**config.mk**
```make
export PLATFORM = sky130hd
export DESIGN_NAME = turn_cmd_encoder
export DESIGN_NICKNAME = d
export VERILOG_FILES = /design/src/rtl/turn_cmd_encoder_pkg.sv /design/src/rtl/turn_cmd_encoder_sw_debounce.sv /design/src/rtl/turn_cmd_encoder.sv
export SDC_FILE = /design/constraint.sdc
export NUM_CORES = 1
export LEC_CHECK = 0
export CAP_MARGIN = 30
export CORE_UTILIZATION = 31
export DETAILED_ROUTE_END_ITERATION = 16
export PLACE_DENSITY = 0.48
export SYNTH_ARGS = -nofsm -noshare
export SYNTH_HDL_FRONTEND = slang
export SYNTH_SLANG_ARGS = --single-unit
export TNS_END_PERCENT = 1
```
**constraint.sdc**
```tcl
create_clock -name clk_2hz -period 2.3 [get_ports clk_2hz]
set_input_delay 0.575 -clock clk_2hz [delete_from_list [all_inputs] [get_ports clk_2hz]]
set_output_delay 0.575 -clock clk_2hz [all_outputs]
set_load 0.02 [all_outputs]
```
**src/rtl/turn_cmd_encoder_pkg.sv**
```systemverilog
// Shared types and constants for the turn command encoder; HAZARD_EN adds the hazard state.
// No logic, no latency.
package turn_cmd_encoder_pkg;

  typedef enum logic [2:0] {
    IDLE     = 3'd0,
    TURN_L   = 3'd1,
    TURN_R   = 3'd2,
    COOLDOWN = 3'd3
`ifdef HAZARD_EN
    ,
    HAZARD   = 3'd4
`endif
  } fsm_t;

  // One-hot car state encoding
  localparam logic [3:0] ST_IDLE  = 4'b0001;
  localparam logic [3:0] ST_START = 4'b0010;
  localparam logic [3:0] ST_MOVE  = 4'b0100;
  localparam logic [3:0] ST_OFF   = 4'b1000;

  localparam int ANS_LEFT  = 3;
  localparam int ANS_RIGHT = 2;
  localparam int ANS_BACK  = 1;
  localparam int ANS_FWD   = 0;

endpackage

```
**src/rtl/turn_cmd_encoder_sw_debounce.sv**
```systemverilog
// Switch debouncer (module sw_debounce): output follows raw after DEB_CNT consecutive differing samples.
// Latency DEB_CNT edges; no backpressure; clr_i clears synchronously.
module sw_debounce #(
  parameter int DEB_CNT = 2
) (
  input  logic clk_2hz,
  input  logic rst,
  input  logic clr_i,
  input  logic raw_i,
  output logic deb_o
);

  localparam int CW = (DEB_CNT > 1) ? $clog2(DEB_CNT) : 1;

  logic          deb_q, deb_d;
  logic [CW-1:0] cnt_q, cnt_d;

  always_comb begin
    deb_d = deb_q;
    cnt_d = '0;
    if (clr_i) begin
      deb_d = 1'b0;
    end else if (raw_i != deb_q) begin
      // Counter holds the number of differing samples already seen
      if (cnt_q == CW'(DEB_CNT - 1)) begin
        deb_d = raw_i;
      end else begin
        cnt_d = cnt_q + 1'b1;
      end
    end
  end

  always_ff @(posedge clk_2hz or negedge rst) begin
    if (!rst) begin
      deb_q <= 1'b0;
      cnt_q <= '0;
    end else begin
      deb_q <= deb_d;
      cnt_q <= cnt_d;
    end
  end

  assign deb_o = deb_q;

endmodule

```
**src/rtl/turn_cmd_encoder.sv**
```systemverilog
// Turn-signal command encoder: debounced switches -> registered {left,right,back,fwd}; HAZARD_EN adds hazard mode.
// Raw-to-answer latency DEB_CNT+1 edges; no backpressure, outputs update every clk_2hz edge.
module turn_cmd_encoder
  import turn_cmd_encoder_pkg::*;
#(
  parameter int DEB_CNT  = 2,
  parameter int TURN_MAX = 20
) (
  input  logic       clk_2hz,
  input  logic       rst,
  input  logic       power_now,
  input  logic [3:0] state,
  input  logic       sw_left,
  input  logic       sw_right,
  input  logic       sw_back,
  input  logic       sw_fwd,
  output logic [3:0] answer,
  output logic       turn_active,
  output logic       blink_phase,
  output logic       cancel_pulse
);

  localparam int TW = $clog2(TURN_MAX + 1);

  logic deb_l, deb_r, deb_b, deb_f;
  logic drive_ok;

  fsm_t          fsm_q, fsm_d;
  logic [TW-1:0] timer_q, timer_d, timer_inc;
  logic [3:0]    answer_q, answer_d;
  logic          active_q, active_d;
  logic          blink_q, blink_d;
  logic          pulse_q, pulse_d;

  sw_debounce #(.DEB_CNT(DEB_CNT)) u_deb_left  (.clk_2hz(clk_2hz), .rst(rst), .clr_i(~power_now), .raw_i(sw_left),  .deb_o(deb_l));
  sw_debounce #(.DEB_CNT(DEB_CNT)) u_deb_right (.clk_2hz(clk_2hz), .rst(rst), .clr_i(~power_now), .raw_i(sw_right), .deb_o(deb_r));
  sw_debounce #(.DEB_CNT(DEB_CNT)) u_deb_back  (.clk_2hz(clk_2hz), .rst(rst), .clr_i(~power_now), .raw_i(sw_back),  .deb_o(deb_b));
  sw_debounce #(.DEB_CNT(DEB_CNT)) u_deb_fwd   (.clk_2hz(clk_2hz), .rst(rst), .clr_i(~power_now), .raw_i(sw_fwd),   .deb_o(deb_f));

  assign drive_ok  = power_now & ((state == ST_START) | (state == ST_MOVE));
  assign timer_inc = (timer_q == TW'(TURN_MAX)) ? timer_q : timer_q + 1'b1;

  always_comb begin
    fsm_d   = fsm_q;
    timer_d = timer_inc;
    pulse_d = 1'b0;
    case (fsm_q)
      IDLE: begin
        timer_d = '0;
        if (deb_l & ~deb_r)      fsm_d = TURN_L;
        else if (deb_r & ~deb_l) fsm_d = TURN_R;
`ifdef HAZARD_EN
        else if (deb_l & deb_r)  fsm_d = HAZARD;
`endif
      end
      TURN_L, TURN_R: begin
        // Release beats timeout when both land on the same edge
        if ((fsm_q == TURN_L) ? (~deb_l | deb_r) : (~deb_r | deb_l)) begin
          fsm_d   = IDLE;
          timer_d = '0;
        end else if (timer_q == TW'(TURN_MAX - 1)) begin
          fsm_d   = COOLDOWN;
          timer_d = '0;
          pulse_d = 1'b1;
        end
      end
      COOLDOWN: begin
        if ((timer_q != '0) && !deb_l && !deb_r) begin
          fsm_d   = IDLE;
          timer_d = '0;
        end
      end
`ifdef HAZARD_EN
      HAZARD: begin
        timer_d = '0;
        if (~deb_l | ~deb_r) fsm_d = IDLE;
      end
`endif
      default: begin
        fsm_d   = IDLE;
        timer_d = '0;
      end
    endcase
    if (!drive_ok) begin
      fsm_d   = IDLE;
      timer_d = '0;
      pulse_d = 1'b0;
    end
  end

  always_comb begin
    answer_d = '0;
    active_d = 1'b0;
`ifdef HAZARD_EN
    answer_d[ANS_LEFT]  = (fsm_d == TURN_L) | (fsm_d == HAZARD);
    answer_d[ANS_RIGHT] = (fsm_d == TURN_R) | (fsm_d == HAZARD);
    active_d            = (fsm_d == TURN_L) | (fsm_d == TURN_R) | (fsm_d == HAZARD);
`else
    answer_d[ANS_LEFT]  = (fsm_d == TURN_L);
    answer_d[ANS_RIGHT] = (fsm_d == TURN_R);
    active_d            = (fsm_d == TURN_L) | (fsm_d == TURN_R);
`endif
    if (drive_ok && !(deb_b && deb_f)) begin
      answer_d[ANS_BACK] = deb_b;
      answer_d[ANS_FWD]  = deb_f;
    end
    blink_d = active_d & (active_q ? ~blink_q : 1'b1);
  end

  always_ff @(posedge clk_2hz or negedge rst) begin
    if (!rst) begin
      fsm_q    <= IDLE;
      timer_q  <= '0;
      answer_q <= '0;
      active_q <= 1'b0;
      blink_q  <= 1'b0;
      pulse_q  <= 1'b0;
    end else begin
      fsm_q    <= fsm_d;
      timer_q  <= timer_d;
      answer_q <= answer_d;
      active_q <= active_d;
      blink_q  <= blink_d;
      pulse_q  <= pulse_d;
    end
  end

  assign answer       = answer_q;
  assign turn_active  = active_q;
  assign blink_phase  = blink_q;
  assign cancel_pulse = pulse_q;

endmodule

```
# Yosys cells after proc, flatten, opt, wreduce, memory -nomap -nowiden

Cells that the tools add are included.

Equal/unequal tests: 21
Mux-type cells: 44
Bitwise logic cells: 11
Add/sub/neg operators: 5
Reductions and logical operators: 14

Operator list:

| cell                  | number |
|---|---|
| $mux W1               | 30 |
| $mux W5               | 5 |
| $mux W3               | 6 |
| $ne A2 B1 Y1 const B  | 8 |
| $eq A5 B5 Y1 const B  | 2 |
| $pmux W5 S2           | 1 |
| $eq A3 B2 Y1 const B  | 3 |
| $pmux W3 S3           | 1 |
| $reduce_and A2 Y1     | 4 |
| $eq A3 B1 Y1 const B  | 2 |
| $add A5 B1 Y5 const B | 1 |
| $reduce_bool A5 Y1    | 1 |
| $add A1 B1 Y1 const B | 4 |
| $and A1 B1 Y1         | 4 |
| $eq A4 B2 Y1 const B  | 1 |
| $eq A4 B3 Y1 const B  | 1 |
| $logic_and A1 B1 Y1   | 4 |
| $ne A1 B1 Y1          | 4 |
| $or A1 B1 Y1          | 4 |
| $logic_not A1 Y1      | 3 |
| $logic_not A3 Y1      | 1 |
| $not A1 Y1            | 3 |
| $mux W2               | 1 |
| $reduce_or A2 Y1      | 1 |

Bits of input ports: 11
Flip-flop bits (word level): 23
Logic and storage cells: 109

# Longest topological paths before layout

Gate-level depths: netlist (run 1).

Depth after elaboration: 9
Gate-level depth with buffers: 6

# By module

From an unflattened synthesis (run 1), not the netlist that was laid out.

Cell total of the unflattened synthesis: 96
Area total of the unflattened synthesis: 1,099.8 um^2

Modules (own cells, without submodules):

| module           | times used | sequential area each (um^2) | area each (um^2) | cells an instance |
|---|---|---|---|---|
| turn_cmd_encoder | 1          | 375.4                       | 769.5            | 72 |
| sw_debounce      | 4          | 50.0                        | 82.6             | 6 |

# Worst setup path before layout (run 1)

OpenSTA, ideal clock, no wires.

Path kind: register to register
Start: register fsm_q[0]
End: register blink_q, in the netlist blink_phase
Required time: 2.206 ns
Library setup time: 0.094 ns
Slack: 0.381 ns
Period minus slack after synthesis: 1.919 ns
Cell stages (with the launch flop): 5
Arrival: 1.824 ns
Cells stage by stage: dfrtp_1 -> or3_1 -> or3b_4 -> a2111o_1 -> a221oi_2

Cells in the longest elaborated chain, start to end: 8

Ends and longest elaborated chain:

| element                                      | line                                           | source |
|---|---|---|
| start, declared                              | turn_cmd_encoder.sv:28                         | `fsm_t fsm_q, fsm_d;` |
| start signal, assigned                       | turn_cmd_encoder.sv:119                        | `fsm_q <= fsm_d;` |
| $eq A3 B1 Y1                                 | turn_cmd_encoder.sv:47, turn_cmd_encoder.sv:58 |  |
| $mux W1                                      | turn_cmd_encoder.sv:58                         | `if ((fsm_q == TURN_L) ? (~deb_l \| deb_r) : (~deb_r \| deb_l)) begin` |
| $mux W3                                      | turn_cmd_encoder.sv:58                         |  |
| $pmux W3 S3 *                                | turn_cmd_encoder.sv:47                         | `case (fsm_q)` |
| $mux W3 *                                    | turn_cmd_encoder.sv:84                         | `if (!drive_ok) begin` |
| $eq A3 B1 Y1 or $eq A3 B2 Y1 (tied branches) | turn_cmd_encoder.sv:101                        | `active_d = (fsm_d == TURN_L) \| (fsm_d == TURN_R);` |
| $or A1 B1 Y1 *                               | turn_cmd_encoder.sv:101                        |  |
| $and A1 B1 Y1 *                              | turn_cmd_encoder.sv:107                        | `blink_d = active_d & (active_q ? ~blink_q : 1'b1);` |
| via blink_d                                  | turn_cmd_encoder.sv:32                         | `logic blink_q, blink_d;` |
| end signal, assigned                         | turn_cmd_encoder.sv:123                        | `blink_q <= blink_d;` |
| end, declared                                | turn_cmd_encoder.sv:32                         |  |

Mark *: on every way through the listed nets, which the timed path passes. The rest lies on a longest branch.
A chain may end at the register's enable or synchronous reset.

# Final worst setup path (run 1)

Start: register timer_q[0]
End: register blink_q, in the netlist blink_phase

Cells in the longest elaborated chain, start to end: 9

Ends and longest elaborated chain:

| element                                      | line                    | source |
|---|---|---|
| start, declared                              | turn_cmd_encoder.sv:29  | `logic [TW-1:0] timer_q, timer_d, timer_inc;` |
| start signal, assigned                       | turn_cmd_encoder.sv:120 | `timer_q <= timer_d;` |
| $reduce_bool A5 Y1                           | turn_cmd_encoder.sv:68  | `if ((timer_q != '0) && !deb_l && !deb_r) begin` |
| $logic_and A1 B1 Y1 (2 in series)            | turn_cmd_encoder.sv:68  |  |
| $mux W3                                      | turn_cmd_encoder.sv:68  |  |
| $pmux W3 S3 *                                | turn_cmd_encoder.sv:47  |  |
| $mux W3 *                                    | turn_cmd_encoder.sv:84  |  |
| $eq A3 B1 Y1 or $eq A3 B2 Y1 (tied branches) | turn_cmd_encoder.sv:101 |  |
| $or A1 B1 Y1 *                               | turn_cmd_encoder.sv:101 |  |
| $and A1 B1 Y1 *                              | turn_cmd_encoder.sv:107 |  |
| via blink_d                                  | turn_cmd_encoder.sv:32  |  |

Marks and branches as above.

==> run summary, run 1 <==
status -> complete, no violations
std cell rows -> 21
Synth Register Bits -> 23
Ys Warns -> 0
pwr dens -> 494 nW/um^2
CTS tree -> done
post-synthesis async set-or-reset flop share -> 1.00
Clock Latency Late Sink -> 320 ps
cts hold-fix bufs -> 0
H-tree depth -> 1
Detailed Place HPWL -> 1.61 mm
drt first-iter violations -> 42
Die Area -> 3800 sq um
pre-CTS setup slack -> 169 ps
most frequent cells after synthesis -> 23 x dfrtp_1, 9 x nor2_1, 9 x nor3b_1
most frequent cell after synthesis -> dfrtp_1
initial antenna violation count -> 0
Layout area overhead -> 25.5%
Crit path required time -> 2530 ps
via/cell ratio -> 4.92
met2 usage -> 0.224
critical path's slowest cell -> a2111o_1
Final Cycle Share -> 0.905
gr ovfl total -> 0
CP delay by family, top -> compound AO/OA/AOI/OAI gates
Initial Utilization -> 0.328
diodes inserted -> 0
grt met3 use -> 0.0189
Min Clock Period, post-route -> 2080 ps
crit path kind -> reg -> reg
die height -> 61.6 um
clock sink count -> 23
layout cell share with drive strength beyond 1 -> 0.0992
post-CTS setup buffers -> 0
Final Slew Violations -> 0
Clock Skews -> 12.4 ps
# nets final -> 135
DR DRC count -> 0
Die X -> 61.6 um
Boundary Pins -> 18
Primary FF master, synth -> dfrtp_1
Most Crowded Layer GR -> met2
# Max-Cap Violations -> 0
Syn Area/Cell -> 11.4 sq um
Peak VDD IR -> 0.000228 V
Hold Path Class -> reg -> reg
Worst path max stage delay -> 450 ps
Post-Syn Area -> 1100 sq um
Worst Path Buf+Inv -> 0
Worst-path clk slew -> 130 ps
Worst Tran Pin Value -> 611 ps
total routed wirelength -> 2.17 mm
Startpoint Class -> register
Leak -> 0.000540 uW
Synth top area share -> 0.522
vias in the first global route -> 791
Clock Path Buffers -> 2
wire per inst -> 13.0 um
Biggest register -> timer_q
fill count -> 353
crit-path max FO -> 5
Max Fclk -> 481 MHz
routed vias -> 821
Final WS setup -> 219 ps
Post-synth EDFFs -> 0
Setup crit end kind -> register
ranking of synthesized cells by area -> dfrtp_1 52%, nor3b_1 6.1%, xnor2_1 4.0%
Setup TNS Final -> 0 ps
Core Box Area -> 3360 sq um
Post-DRT Antenna Nets -> 0
Synth area leader -> dfrtp_1
final setup fails -> 0
Final Hold Viols -> 0
largest net degree at the start of global routing -> 24
Num CTS Buffers -> 3
CP Cell Sequence -> ha_1, nor4bb_1, o221ai_1, a2111o_1, a221oi_2
met1 usage -> 0.165
GRT Total Usage -> 0.135
# port buffers -> 17
Mapped Nets -> 110
routability congestion estimate from global placement -> 0.747
RSZ-0062 raised after global routing -> no
sequential area share after synthesis -> 0.522
first-pass GRT wire length -> 3.53 mm
Crit path arrival time -> 2310 ps
Distinct cells, synth -> 35
max reg flops -> 5
PostCTS Resize Cnt -> 0
Root Buffer -> clkbuf_4
First-pass DRT Iterations -> 4
Cells after Synth -> 97
Slew headroom -> 0.587
-- final timing paths --
| path | start | endpoint | slack, ps | depth (start not counted) |
|---|---|---|---|---|
| worst max-delay path | timer_q[0]$_DFF_PN0_ | blink_phase$_DFF_PN0_ | 220 | 5 |
| worst min-delay path | u_deb_fwd.cnt_q$_DFF_PN0_ | u_deb_fwd.cnt_q$_DFF_PN0_ | 460 | 1 |
| worst max register to register | timer_q[0]$_DFF_PN0_ | blink_phase$_DFF_PN0_ | 220 | 5 |
| worst min register to register | u_deb_fwd.cnt_q$_DFF_PN0_ | u_deb_fwd.cnt_q$_DFF_PN0_ | 460 | 1 |
| max in group asynchronous | rst | timer_q[1]$_DFF_PN0_ | 1470 | 2 |
| min in group asynchronous | rst | u_deb_left.deb_o$_DFFE_PN0P_ | 590 | 2 |
-- stage by stage --
stage	power, uW	instance area (sq um)	hold WS, ps	std cells	utilization
floorplan	463	1100	279	97	-
global placement	501	1360	439	163	0.403
detailed placement	503	1360	443	163	0.403
CTS	700	1380	462	167	0.411
global route	721	1380	471	167	0.411
finish	684	1380	459	167	0.411
-- power breakdown --
group	switching [uW]	internal [uW]
clock	125	65.2
sequential	12.3	415
combinational	27.6	38.2
-- kinds of logic after synthesis --
logic type / synth area share
XOR/XNOR: 0.0556
other: 0.00340
multiplexers: 0.0363
AO/OA/AOI/OAI: 0.108
adder cells (fa/ha/maj): 0.0227
AND/OR/NAND/NOR: 0.232
flip-flops: 0.522
buffers and inverters: 0.0204
-- worst register-to-register path: stages, from the launching register on --
cell	delay (ps)
dfrtp_1	420
ha_1	240
nor4bb_1	390
o221ai_1	250
a2111o_1	450
a221oi_2	240
-- metal layers --
layer | vias to the layer above | routed length, um
met1 | 404 | 1030
met3 | 5 | 39
met5 | - | 0
met2 | 9 | 1050
met4 | 0 | 56
li1 | 403 | -
-- layout by cell type, fill, tap and decap left out, types with 3 or more instances in the layout --
cell type	instances
dfrtp_1	23
clkbuf_4	3
clkdlybuf4s50_1	17
buf_4	4
xnor2_1	5
nor2b_1	5
nor2_1	9
mux2i_1	4
nand3_1	3
inv_1	5
nor3b_1	9
nor3_1	3
-- layout make-up --
type	instances	area, sq um	share of cell area
clock buffers	3	22.5	0.0163
clock inverters	1	5.00	0.00362
inverters	5	18.8	0.0136
multi-input cells	68	504	0.364
flip-flops and latches	23	576	0.416
well taps	46	57.6	0.0416
repair buffers	21	200	0.145
(Power assumes the default switching activity.)
==> inputs of run 2 (changes only) <==
==> constraint.sdc (replaced) <==
create_clock -name clk_2hz -period 2.6 [get_ports clk_2hz]
set_input_delay 0.65 -clock clk_2hz [delete_from_list [all_inputs] [get_ports clk_2hz]]
set_output_delay 0.65 -clock clk_2hz [all_outputs]
set_load 0.02 [all_outputs]
==> run summary, run 2 (same netlist as run 1, synthesis figures left out) <==
crit path kind -> reg -> reg (unchanged)
H-tree depth -> 1 (unchanged)
initial antenna violation count -> 0 (unchanged)
First-pass DRT Iterations -> 4 (unchanged)
CTS tree -> done (unchanged)
Setup TNS Final -> 0 ps (unchanged)
Clock Path Buffers -> 2 (unchanged)
critical path's slowest cell -> a2111o_1 (unchanged)
max reg flops -> 5 (unchanged)
die height -> 61.6 um (unchanged)
Clock Latency Late Sink -> 310 ps (was 320 ps)
Max Fclk -> 490 MHz (was 481 MHz)
Min Clock Period, post-route -> 2040 ps (was 2080 ps)
std cell rows -> 21 (unchanged)
PostCTS Resize Cnt -> 0 (unchanged)
DR DRC count -> 0 (unchanged)
Layout area overhead -> 24.7% (was 25.5%)
Clock Skews -> 6.68 ps (was 12.4 ps)
total routed wirelength -> 2.09 mm (was 2.17 mm)
Worst path max stage delay -> 440 ps (was 450 ps)
Num CTS Buffers -> 3 (unchanged)
Detailed Place HPWL -> 1.59 mm (was 1.61 mm)
gr ovfl total -> 0 (unchanged)
RSZ-0062 raised after global routing -> no (unchanged)
layout cell share with drive strength beyond 1 -> 0.0833 (was 0.0992)
routed vias -> 821 (unchanged)
final setup fails -> 0 (unchanged)
Peak VDD IR -> 0.000169 V (was 0.000228 V)
Final Cycle Share -> 0.785 (was 0.905)
vias in the first global route -> 787 (was 791)
final hold slack -> 458 ps (was 459 ps)
Crit path required time -> 2830 ps (was 2530 ps)
Setup crit end kind -> register (unchanged)
Worst-path clk slew -> 120 ps (was 130 ps)
GRT Total Usage -> 0.132 (was 0.135)
Core Box Area -> 3360 sq um (unchanged)
Biggest register -> timer_q (unchanged)
status -> complete, no violations (unchanged)
Final Slew Violations -> 0 (unchanged)
routability congestion estimate from global placement -> 0.720 (was 0.747)
fill count -> 359 (was 353)
r2r setup slk -> 560 ps (was 220 ps)
Post-DRT Antenna Nets -> 0 (unchanged)
Die X -> 61.6 um (unchanged)
drt first-iter violations -> 10 (was 42)
largest net degree at the start of global routing -> 24 (unchanged)
Boundary Pins -> 18 (unchanged)
most common cell after layout, fill and taps aside -> dfrtp_1 (unchanged)
pwr dens -> 438 nW/um^2 (was 494 nW/um^2)
first-pass GRT wire length -> 3.61 mm (was 3.53 mm)
Root Buffer -> clkbuf_4 (unchanged)
Slew headroom -> 0.624 (was 0.587)
cts hold-fix bufs -> 0 (unchanged)
Hold Path Class -> reg -> reg (unchanged)
# Max-Cap Violations -> 0 (unchanged)
post-CTS setup buffers -> 0 (unchanged)
Initial Utilization -> 0.328 (unchanged)
wire per inst -> 12.6 um (was 13.0 um)
Leak -> 0.000532 uW (was 0.000540 uW)
Worst Tran Pin Value -> 557 ps (was 611 ps)
Final Hold Viols -> 0 (unchanged)
Startpoint Class -> register (unchanged)
CP Cell Sequence -> ha_1, nor4bb_1, o221ai_1, a2111o_1, a221oi_2 (unchanged)
via/cell ratio -> 4.95 (was 4.92)
crit-path max FO -> 5 (unchanged)
clock sink count -> 23 (unchanged)
# nets final -> 134 (was 135)
Crit path arrival time -> 2270 ps (was 2310 ps)
# port buffers -> 17 (unchanged)
Die Area -> 3800 sq um (unchanged)
diodes inserted -> 0 (unchanged)
most frequent cells in the layout -> 23 x dfrtp_1, 17 x clkdlybuf4s50_1, 9 x nor2_1, 9 x nor3b_1 (unchanged)
-- run 2: report_power, final --
part           internal [uW]  leakage (uW)  total [uW]  switching [uW]
combinational           33.8      0.000202        58.1            24.3
sequential               368      0.000314         378            10.7
clock                   60.0     0.0000150         165             106
total                    461      0.000532         602             141
-- run 2: critical path, delay by kind of cell, from the launching register on --
| kind | cells | cell delay (ps) |
|---|---|---|
| AO/OA/AOI/OAI | 3 | 910 |
| flip-flops | 1 | 420 |
| adder cells (fa/ha/maj) | 1 | 240 |
| AND/OR/NAND/NOR | 1 | 390 |
-- run 2: metrics by stage --
stage	area (sq um)	util	worst slack [ps]	instances	power, uW
2_1_floorplan	1100	-	681	97	410
3_3_place_gp	1350	0.401	424	162	443
3_5_place_dp	1350	0.401	437	162	445
4_1_cts	1380	0.409	535	166	617
5_1_grt	1380	0.409	395	166	637
6_report	1380	0.409	559	166	602
-- run 2: metal layers --
metal  share of wire  track usage  wire, um  vias to the layer above
met4           0.018       0.0571        37                        0
met3           0.029       0.0273        60                        4
li1                -            -         -                      398
met5               0            0         0                        -
met2            0.50        0.209      1040                        6
met1            0.46        0.174       955                      413
-- run 2: layout make-up --
cell class                      count  area (sq um)  area share
Clock buffer                        4          26.3      0.0191
Tap cell                           46          57.6      0.0419
Sequential cell                    23           576       0.419
Timing Repair Buffer               20           193       0.140
Multi-Input combinational cell     68           504       0.367
Inverter                            5          18.8      0.0136
-- run 2: worst paths after layout --
path	start	endpoint	cells after the start
hold / removal	u_deb_right.cnt_q$_DFF_PN0_	u_deb_right.cnt_q$_DFF_PN0_	1
max in group asynchronous	rst	answer[3]$_DFF_PN0_	2
min in group asynchronous	rst	timer_q[1]$_DFF_PN0_	2
setup / recovery	timer_q[0]$_DFF_PN0_	blink_phase$_DFF_PN0_	5
hold reg to reg	u_deb_right.cnt_q$_DFF_PN0_	u_deb_right.cnt_q$_DFF_PN0_	1
setup reg to reg	timer_q[0]$_DFF_PN0_	blink_phase$_DFF_PN0_	5
